## config.mk

```make
export PLATFORM = sky130hd
export DESIGN_NAME = atax_launcher
export DESIGN_NICKNAME = d
export VERILOG_FILES = /design/src/rtl/atax_launcher.sv
export SDC_FILE = /design/constraint.sdc
export NUM_CORES = 1
export LEC_CHECK = 0
export ABC_CLOCK_PERIOD_IN_PS = 7700
export CELL_PAD_IN_SITES_DETAIL_PLACEMENT = 0
export CELL_PAD_IN_SITES_GLOBAL_PLACEMENT = 1
export CORE_MARGIN = 10
export CORE_UTILIZATION = 43
export CTS_CLUSTER_DIAMETER = 120
export DETAILED_ROUTE_END_ITERATION = 7
export PLACE_DENSITY = 0.79
export SYNTH_ARGS = -nofsm -noshare
export SYNTH_HDL_FRONTEND = slang
export SYNTH_SLANG_ARGS = --single-unit
```

## constraint.sdc

```tcl
create_clock -name clock -period 7.7 [get_ports clock]
set_input_delay 0.77 -clock clock [delete_from_list [all_inputs] [get_ports clock]]
set_output_delay 0.77 -clock clock [all_outputs]
set_load 0.02 [all_outputs]
```

## src/rtl/atax_launcher.sv

```systemverilog
// Job queue and call sequencer in front of the atax HLS component: one call in flight,
// arguments held from dispatch until the next dispatch, responses report tag and latency.
module atax_launcher #(
   parameter int DEPTH = 4,
   parameter int CNT_W = 32
) (
   input  logic             clock,
   input  logic             reset,
   input  logic             job_valid,
   output logic             job_ready,
   input  logic [63:0]      job_A,
   input  logic [63:0]      job_x,
   input  logic [63:0]      job_y,
   input  logic [63:0]      job_tmp,
   input  logic [7:0]       job_tag,
   output logic             start,
   input  logic             busy,
   output logic [63:0]      A,
   output logic [63:0]      x,
   output logic [63:0]      y,
   output logic [63:0]      tmp,
   input  logic             done,
   output logic             stall,
   output logic             resp_valid,
   input  logic             resp_ready,
   output logic [7:0]       resp_tag,
   output logic [CNT_W-1:0] resp_cycles,
   output logic             idle
);

   localparam int AW = $clog2(DEPTH);
   localparam int CW = AW + 1;
   localparam logic [CW-1:0] FULL_CNT = CW'(DEPTH);

   typedef struct packed {
      logic [63:0] a;
      logic [63:0] x;
      logic [63:0] y;
      logic [63:0] tmp;
      logic [7:0]  tag;
   } job_t;

   typedef enum logic [1:0] {S_IDLE, S_CALL, S_RUN} state_t;

   function automatic logic [CNT_W-1:0] sat_inc(input logic [CNT_W-1:0] v);
      return (&v) ? v : v + CNT_W'(1);
   endfunction

   job_t             mem_q [DEPTH];
   logic [AW-1:0]    wr_ptr_q, rd_ptr_q;
   logic [CW-1:0]    count_q, count_d;
   state_t           state_q, state_d;
   job_t             args_q, args_d;
   logic             start_q, start_d;
   logic [CNT_W-1:0] cnt_q, cnt_d;
   logic             resp_valid_q, resp_valid_d;
   logic [7:0]       resp_tag_q, resp_tag_d;
   logic [CNT_W-1:0] resp_cycles_q, resp_cycles_d;
   logic             idle_q, idle_d;
   logic             push, pop;

   assign job_ready   = (count_q != FULL_CNT);
   assign push        = job_valid && job_ready;
   assign stall       = resp_valid_q && !resp_ready;
   assign start       = start_q;
   assign A           = args_q.a;
   assign x           = args_q.x;
   assign y           = args_q.y;
   assign tmp         = args_q.tmp;
   assign resp_valid  = resp_valid_q;
   assign resp_tag    = resp_tag_q;
   assign resp_cycles = resp_cycles_q;
   assign idle        = idle_q;

   always_comb begin
      state_d       = state_q;
      start_d       = start_q;
      args_d        = args_q;
      cnt_d         = cnt_q;
      resp_valid_d  = resp_valid_q;
      resp_tag_d    = resp_tag_q;
      resp_cycles_d = resp_cycles_q;
      pop           = 1'b0;
      if (resp_valid_q && resp_ready) resp_valid_d = 1'b0;
      unique case (state_q)
         S_IDLE: if (count_q != '0) begin
            pop     = 1'b1;
            args_d  = mem_q[rd_ptr_q];
            start_d = 1'b1;
            state_d = S_CALL;
         end
         S_CALL: if (!busy) begin
            start_d = 1'b0;
            cnt_d   = CNT_W'(1);
            state_d = S_RUN;
         end
         S_RUN: begin
            cnt_d = sat_inc(cnt_q);
            // a return only lands when the response register is free or draining
            if (done && !stall) begin
               resp_valid_d  = 1'b1;
               resp_tag_d    = args_q.tag;
               resp_cycles_d = cnt_q;
               state_d       = S_IDLE;
            end
         end
         default: state_d = S_IDLE;
      endcase
      unique case ({push, pop})
         2'b10:   count_d = count_q + CW'(1);
         2'b01:   count_d = count_q - CW'(1);
         default: count_d = count_q;
      endcase
      idle_d = (count_d == '0) && (state_d == S_IDLE) && !resp_valid_d;
   end

   always_ff @(posedge clock) begin
      if (push) mem_q[wr_ptr_q] <= '{a: job_A, x: job_x, y: job_y, tmp: job_tmp, tag: job_tag};
   end

   always_ff @(posedge clock) begin
      if (reset) begin
         wr_ptr_q      <= '0;
         rd_ptr_q      <= '0;
         count_q       <= '0;
         state_q       <= S_IDLE;
         args_q        <= '0;
         start_q       <= 1'b0;
         cnt_q         <= '0;
         resp_valid_q  <= 1'b0;
         resp_tag_q    <= '0;
         resp_cycles_q <= '0;
         idle_q        <= 1'b1;
      end else begin
         if (push) wr_ptr_q <= wr_ptr_q + AW'(1);
         if (pop)  rd_ptr_q <= rd_ptr_q + AW'(1);
         count_q       <= count_d;
         state_q       <= state_d;
         args_q        <= args_d;
         start_q       <= start_d;
         cnt_q         <= cnt_d;
         resp_valid_q  <= resp_valid_d;
         resp_tag_q    <= resp_tag_d;
         resp_cycles_q <= resp_cycles_d;
         idle_q        <= idle_d;
      end
   end

endmodule

```

Word level (Yosys, flattened, before mapping)
Memories as Yosys holds them, arrays and structs flattened. A register that Yosys moved wholly into a read port is not among the register bits.
Index checks and enable logic that the tools add are counted.
W data, S select, Z words.
Word-level totals
  latch bits: 0
  word-level logic and storage cells: 62
  ROM bits: 0
  register bits: 84
  memories: 1
  memory bits (writable): 1056
Memories
  mem_q: depth 4, bits a word 264, read ports 1, clocked after Yosys merged registers in 1, write ports 1, line 49  | job_t mem_q [DEPTH];
Cells by class
  $mul: 0
  $lt $le $gt $ge: 0
  bitwise logic cells: 0
  shift operators: 0
  muxes and demuxes: 18
  $add $sub $neg: 5
  div/mod/pow operators: 0
  equality and inequality tests: 8
  reductions and logical operators: 20
Operators with widths (count)
  $mux W32: 2
  $pmux W32 S2: 1
  $add A32 B1 Y32 const B: 1
  $reduce_and A32 Y1: 1
  $mux W1: 9
  $logic_and A1 B1 Y1: 6
  $mux W2: 3
  $ne A2 B2 Y1 const B: 3
  $pmux W2 S3: 1
  $pmux W3 S2: 1
  $reduce_and A3 Y1: 2
  $add A2 B1 Y2 const B: 2
  $eq A2 B1 Y1 const B: 2
  $eq A2 B2 Y1 const B: 2
  $logic_not A2 Y1: 2
  $reduce_and A2 Y1: 2
  $reduce_bool A2 Y1: 2
  $add A3 B1 Y3 const B: 1
  $logic_not A1 Y1: 3
  $logic_not A3 Y1: 1
  $ne A3 B3 Y1 const B: 1
  $reduce_bool A3 Y1: 1
  $sub A3 B1 Y3 const B: 1
  $pmux W1 S2: 1

Depth between registers and ports, before layout
Gate-level depths: netlist of the first run.
  depth in word-level cells: 9
  gate-level depth with buffers: 10
  gate-level depth less buffers: 9

Least setup slack after synthesis of the first run
No wires, ideal clock.
  kind: reg2reg
  start point: register count_q[0]
  end point: memory mem_q[0][0] (netlist bit), enable pin
  data arrival time: 6.838 ns
  library setup time: 0.661 ns
  stages on the path, launching flop included: 4
  required time: 7.039 ns
  path slack: 0.201 ns
  period minus slack after synthesis: 7.499 ns
  cells stage by stage: dfxtp_1 > nor2_1 > nand2_1 > and3_1
Between the ends
  word-level cells in the longest chain between the ends: 4
RTL lines
  start: declaration: line 51  | logic [CW-1:0] count_q, count_d;
  start signal: assignment: line 137  | count_q <= count_d;
  $ne A3 B3 Y1: line 62  | assign job_ready = (count_q != FULL_CNT);
  named net job_ready: line 10  | output logic job_ready,
  $logic_and A1 B1 Y1: line 63  | assign push = job_valid && job_ready;
  $mux W1: line 118  | if (push) mem_q[wr_ptr_q] <= '{a: job_A, x: job_x, y: job_y, tmp: job_tmp, tag: job_tag};
  $mux W1 (not written as such): line 118
  end: declaration: line 49
The timed path passes the listed nets, and every way through them passes these cells.

Final worst setup path of the first run
  start point: register count_q[0]
  end point: output job_ready
Between the ends
  word-level cells in the longest chain between the ends: 1
RTL lines (line)
  $ne A3 B3 Y1: 62
  end: declaration: 10
No other way between the ends.

==> results_dict.tcl, run 1 <==
set metrics [dict create \
    die_y_um 369 \
    postSynthAreaPerCell_um2 16.2 \
    ant_nets 0 \
    worstSetupPathType "register to output port" \
    finalCriticalPeriod_ps 3020 \
    cts_tree "done" \
    cts_hold_buf 0 \
    hold_ws_ps 437 \
    synth_largest_area_cell "edfxtp_1" \
    rsz0062_at_grt "no" \
    ff2ff_path_depth 6 \
    cts-root-buf "clkbuf_16" \
    synth_edf_count 1056 \
    highest_layer "met5" \
    cts_buffers 145 \
    ys_top_cells_by_count "edfxtp_1, nand2_1, dfxtp_1" \
    cts_resized 0 \
    yosysSeqAreaShare 0.738 \
    vdd_drop_max_mv 0.419 \
    p_leak_nw 20.0 \
    dr_wl_met2_um 59800 \
    finalSetupViolCount 0 \
    setup_tns_ps 0 \
    cts_max_path_buffers 3 \
    whs_path_depth 2 \
    n_fill_cell 9935 \
    end_kind "output port" \
    setup_slack_ps 4680 \
    postSynthCellCount 3242 \
    synthFlopType "edfxtp_1" \
    synthDominantCellAreaShare 0.605 \
    wl_met3_um 10000 \
    cp.required_ps 6930 \
    grt_use_total 0.175 \
    fin_nets 3838 \
    synth.most_common_cell "edfxtp_1" \
    status "completed" \
    io_pins 571 \
    drv_slew 0 \
    post_cts_buffers 0 \
    first_iter_violations 2301 \
    drive_gt1_frac 0.142 \
    timing.fmax_mhz 331 \
    synth.cell_area_um2 52400 \
    finalCritPeriodShare 0.393 \
    dr_total_vias 27700 \
    hold_class "input port to register" \
    synth-seq-cells 1404 \
    clock-sinks 1404 \
    grt_overflow 0 \
    finClkSkew_ps 36.7 \
    fin_area_um2 62700 \
    clkTransAtPathRegs_ps 60 \
    postPlaceCellArea_um2 58000 \
    antenna_found_initial 34 \
    tightestPinTransition_ps 1200 \
    grt_pass1_wl_um 183000 \
    ys_async_sr_fraction 0 \
    start_util 0.432 \
    synth.distinct_cells 52 \
    syn-num-nets 3519 \
    total_power_mw 23.3 \
    arrival_ps 2250 \
    crit_fanout 7 \
    drc 0 \
    maxSlewHeadroom 0.196 \
    routed_via_density 5.22 \
    die_area_um2 136000 \
    grt_pass1_vias 28200 \
    clk_latency_ps 750 \
    grt_max_degree 154 \
    post-dp-hpwl_um 72400 \
    io_buffer_count 570 \
    powerDensity_nw_per_um2 371 \
    cap_violations 0 \
    yosys-top-cells-area "edfxtp_1, dfxtp_1, mux4_2, nand2_1, buf_4" \
    die-width_um 369 \
    area_growth_pct 19.6 \
    row_count 128 \
    place_congestion 0.814 \
    core_um2 121000 \
    dr.pass1.iters 5 \
    htree_num_levels 4 \
    wirelength_um 121000 \
    wl_per_cell_um 22.7 \
    start_kind "register" \
    wl_met1_um 49000 \
    final-hold-violation-count 0 \
    synth_warnings 0 \
    post-place-ws_ps 4190 \
]
metal layers:
layer,vias to the layer above,GRT usage
met5,-,0
met4,54,0.0412
met3,206,0.0598
met2,835,0.288
met1,14100,0.221
li1,12500,-
cells in the final DEF, fill, tap and decap left out, types with 9 or more instances in the layout:
| cell | instances |
|---|---|
| a21oi_1 | 332 |
| clkinv_1 | 17 |
| mux4_2 | 264 |
| clkinv_2 | 15 |
| buf_12 | 13 |
| nor3_1 | 10 |
| clkdlybuf4s50_1 | 569 |
| clkbuf_1 | 48 |
| nand3_1 | 14 |
| buf_4 | 15 |
| clkbuf_16 | 148 |
| dfxtp_1 | 346 |
| a31oi_1 | 10 |
| o21ai_0 | 20 |
| edfxtp_1 | 1056 |
| clkbuf_8 | 16 |
| nor2_1 | 40 |
| nand2_1 | 636 |
| diode_2 | 9 |
final timing paths:
kind,startpoint,to,slack (ps)
worst max-delay path,count_q[0],job_ready,4680
worst min-delay path,reset,rd_ptr_q[1],440
worst max register to register,count_q[0],tmp[56],4680
worst min register to register,args_q[4],resp_tag[4],440
through the flow:
stage          cells   util
2_1_floorplan   3242      -
3_3_place_gp    5039  0.478
3_5_place_dp    5039  0.478
4_1_cts         5310  0.516
5_1_grt         5315  0.517
6_report        5319  0.517
power by group:
group / switching [mW] / leakage, nW / internal, mW
logic: 3.77 / 5.18 / 2.78
registers: 0.619 / 12.5 / 9.30
clock network: 2.89 / 2.29 / 3.92
total: 7.28 / 20.0 / 16.0
area by class of cell:
type	instances	area, um^2	area share
antenna	9	22.5	0.000359
clock inverter	56	586	0.00934
sequential	1404	38700	0.617
inverter	6	30.0	0.000479
clock buffer	215	4120	0.0658
tap	1625	2030	0.0324
multi-input combinational	1406	11200	0.178
timing repair buffer	598	6080	0.0970
logic make-up after synthesis:
group                    after synthesis  share of synthesized area
flip-flops                          1404                      0.738
AND/OR/NAND/NOR                      744                     0.0574
buffers and inverters                432                     0.0501
AO/OA/AOI/OAI                        381                     0.0378
multiplexers                         266                      0.114
XOR/XNOR                               8                    0.00134
adder cells (fa/ha/maj)                7                    0.00181
registers in the layout (all words and copies together) (netlist names):
name         count
mem_q         1056
tmp             64
wr_ptr_q         2
cnt_q           32
resp_cycles     32
args_q           8
x               64
resp_tag         8
state_q          2
start            1
A               64
rd_ptr_q         2
idle             1
count_q          3
resp_valid       1
y               64
worst max-delay path, cell delays in order, from the launching register on:
cell and delay, ps:
dfxtp_1 470, nor2_1 100, nand2_1 240, clkdlybuf4s50_1 680
(Power assumes the default switching activity.)
==> run 2, diff against run 1 <==
==> config.mk (replaced) <==
export PLATFORM = sky130hd
export DESIGN_NAME = atax_launcher
export DESIGN_NICKNAME = d
export VERILOG_FILES = /design/src/rtl/atax_launcher.sv
export SDC_FILE = /design/constraint.sdc
export NUM_CORES = 1
export LEC_CHECK = 0
export ABC_CLOCK_PERIOD_IN_PS = 3100
export CELL_PAD_IN_SITES_DETAIL_PLACEMENT = 0
export CELL_PAD_IN_SITES_GLOBAL_PLACEMENT = 1
export CORE_MARGIN = 10
export CORE_UTILIZATION = 47
export CTS_CLUSTER_DIAMETER = 120
export DETAILED_ROUTE_END_ITERATION = 7
export PLACE_DENSITY = 0.82
export SYNTH_ARGS = -nofsm -noshare
export SYNTH_HDL_FRONTEND = slang
export SYNTH_SLANG_ARGS = --single-unit
==> constraint.sdc (replaced) <==
create_clock -name clock -period 3.1 [get_ports clock]
set_input_delay 0.31 -clock clock [delete_from_list [all_inputs] [get_ports clock]]
set_output_delay 0.31 -clock clock [all_outputs]
set_load 0.02 [all_outputs]
==> results_dict.tcl, run 2 (synthesis gave the netlist of run 1 again) <==
set metrics [dict create \
    slowest_stage "clkdlybuf4s50_1" \
    grt_pass1_vias 28600 \
    area_growth_pct 21.0 \
    internal_power_mw 40.5 \
    grt_pass1_wl_um 182000 \
    ant_nets 0 \
    antenna_found_initial 32 \
    sw_frac_of_total 0.308 \
    grt_max_degree 139 \
    fin_nets 3903 \
    p_leak_nw 20.5 \
    powerDensity_nw_per_um2 922 \
    start_util 0.474 \
    worstReg2RegEnd "cnt_q[31]" \
    total_power_mw 58.5 \
    arrival_ps 2180 \
    power.clock.fraction 0.292 \
    final-hold-violation-count 0 \
    regToRegStartpoint "cnt_q[0]" \
    cts-root-buf "clkbuf_16" \
    hold_end "mem_q[0][121]" \
    end_kind "output port" \
    die_area_um2 125000 \
    io_buffer_count 570 \
    cp_cell_sequence "nor2_1 > nand2_2 > clkdlybuf4s50_1" \
    seqPwrFrac 0.419 \
    ff2ff_path_depth 7 \
    first_iter_violations 1837 \
    die-width_um 354 \
    hold_ws_ps 198 \
    p_switching_mw 18.0 \
    clock-sinks 1404 \
    htree_num_levels 4 \
    crit_fanout 7 \
    dr_total_vias 27900 \
    maxSlewHeadroom 0.356 \
    cpLargestDelayFamily "buffers and inverters" \
    max_flop_register "mem_q" \
    setup_tns_ps 0 \
    cts_buffers 142 \
    post-dp-hpwl_um 77900 \
    cp.required_ps 2790 \
    min_from "job_y[49]" \
    row_count 122 \
    met1_usage 0.236 \
    grt_use_met3 0.0563 \
    final_common_cell "edfxtp_1" \
    clk_latency_ps 740 \
    whs_path_depth 1 \
    p_comb_frac 0.289 \
    place_congestion 0.809 \
    wirelength_um 121000 \
    routed_via_density 5.32 \
    startpoint "count_q[0]" \
    cpPeakStageDelay_ps 690 \
    dp.cells 4969 \
    grt_overflow 0 \
    vdd_drop_max_mv 1.34 \
    core_um2 111000 \
    wl_per_cell_um 23.1 \
    start_kind "register" \
    rrSetupSlack_ps 700 \
    drc 0 \
    cts_max_path_buffers 3 \
    dr.pass1.iters 6 \
    cap_violations 0 \
    io_pins 571 \
    met2_usage 0.321 \
    grt_use_total 0.190 \
    largest_reg_flops 1056 \
    finalSetupViolCount 0 \
    cts_resized 0 \
    final_cell_mix "edfxtp_1, nand2_1, clkdlybuf4s50_1" \
    finClkSkew_ps 27.6 \
    hold_class "input port to register" \
    finalCritPeriodShare 0.803 \
    tightestPinTransition_ps 966 \
    clkTransAtPathRegs_ps 60 \
    cts_tree "done" \
    worstSetupPathType "register to output port" \
    worst-path-buf-inv 1 \
    status "completed" \
    drive_gt1_frac 0.160 \
    post-place-ws_ps 637 \
    finalCriticalPeriod_ps 2490 \
    rsz0062_at_grt "no" \
    drv_slew 0 \
    die_y_um 354 \
    timing.fmax_mhz 402 \
    grt.busiest_layer "met2" \
    instances_no_fill 5253 \
    setup_slack_ps 611 \
]
-- run 2: per-layer routing --
metal | share of wire | vias up | wire [um]
met3 | 0.074 | 202 | 9050
li1 | - | 12700 | -
met2 | 0.51 | 856 | 62000
met5 | 0.0020 | - | 246
met4 | 0.022 | 38 | 2670
met1 | 0.39 | 14200 | 47500
-- run 2: layout make-up --
cell class | count | area, um^2
Antenna cell | 17 | 42.5
Clock buffer | 208 | 4100
Clock inverter | 58 | 629
Fill cell | 8281 | 47200
Inverter | 6 | 30.0
Multi-Input combinational cell | 1406 | 11200
Sequential cell | 1404 | 38700
Tap cell | 1488 | 1860
Timing Repair Buffer | 666 | 6950
-- run 2: stage by stage --
step | utilization | instance area, um^2
after detailed placement | 0.530 | 58700
after floorplan | - | 52400
after global routing | 0.573 | 63400
final | 0.573 | 63500
after CTS | 0.573 | 63400
after global placement | 0.530 | 58700
-- run 2: timing repair --
item	in CTS	in global routing
hold buffers	1	0
buffers inserted	0	0
endpoints found under the setup margin	0	0
hold endpoints to repair	20	0
-- run 2: worst max path at each step --
| stage | slack [ps] | to | cells past startpoint |
|---|---|---|---|
| after floorplan | 30 | mem_q[1][0] | 3 |
| after global placement | 710 | idle | 8 |
| after detailed placement | 640 | cnt_q[27] | 7 |
| after CTS | 550 | job_ready | 3 |
| after global routing | 470 | job_ready | 3 |
| final | 610 | job_ready | 3 |
-- run 2: power by group through the flow --
stage	Combinational, mW	Clock [mW]	Sequential [mW]
floorplan	12.3	0	24.3
global placement	17.1	0	24.8
detailed placement	17.3	0	24.9
finish	16.9	17.1	24.5
global route	18.3	18.2	24.8
CTS	17.4	17.5	24.5
-- run 2: worst reg2reg max path: stages (launching register included) --
cell and delay [ps]:
dfxtp_1 360, ha_1 300, and4_1 270, and4_1 230, a31oi_1 460, or2_2 360, o21ai_0 140, a21o_1 180
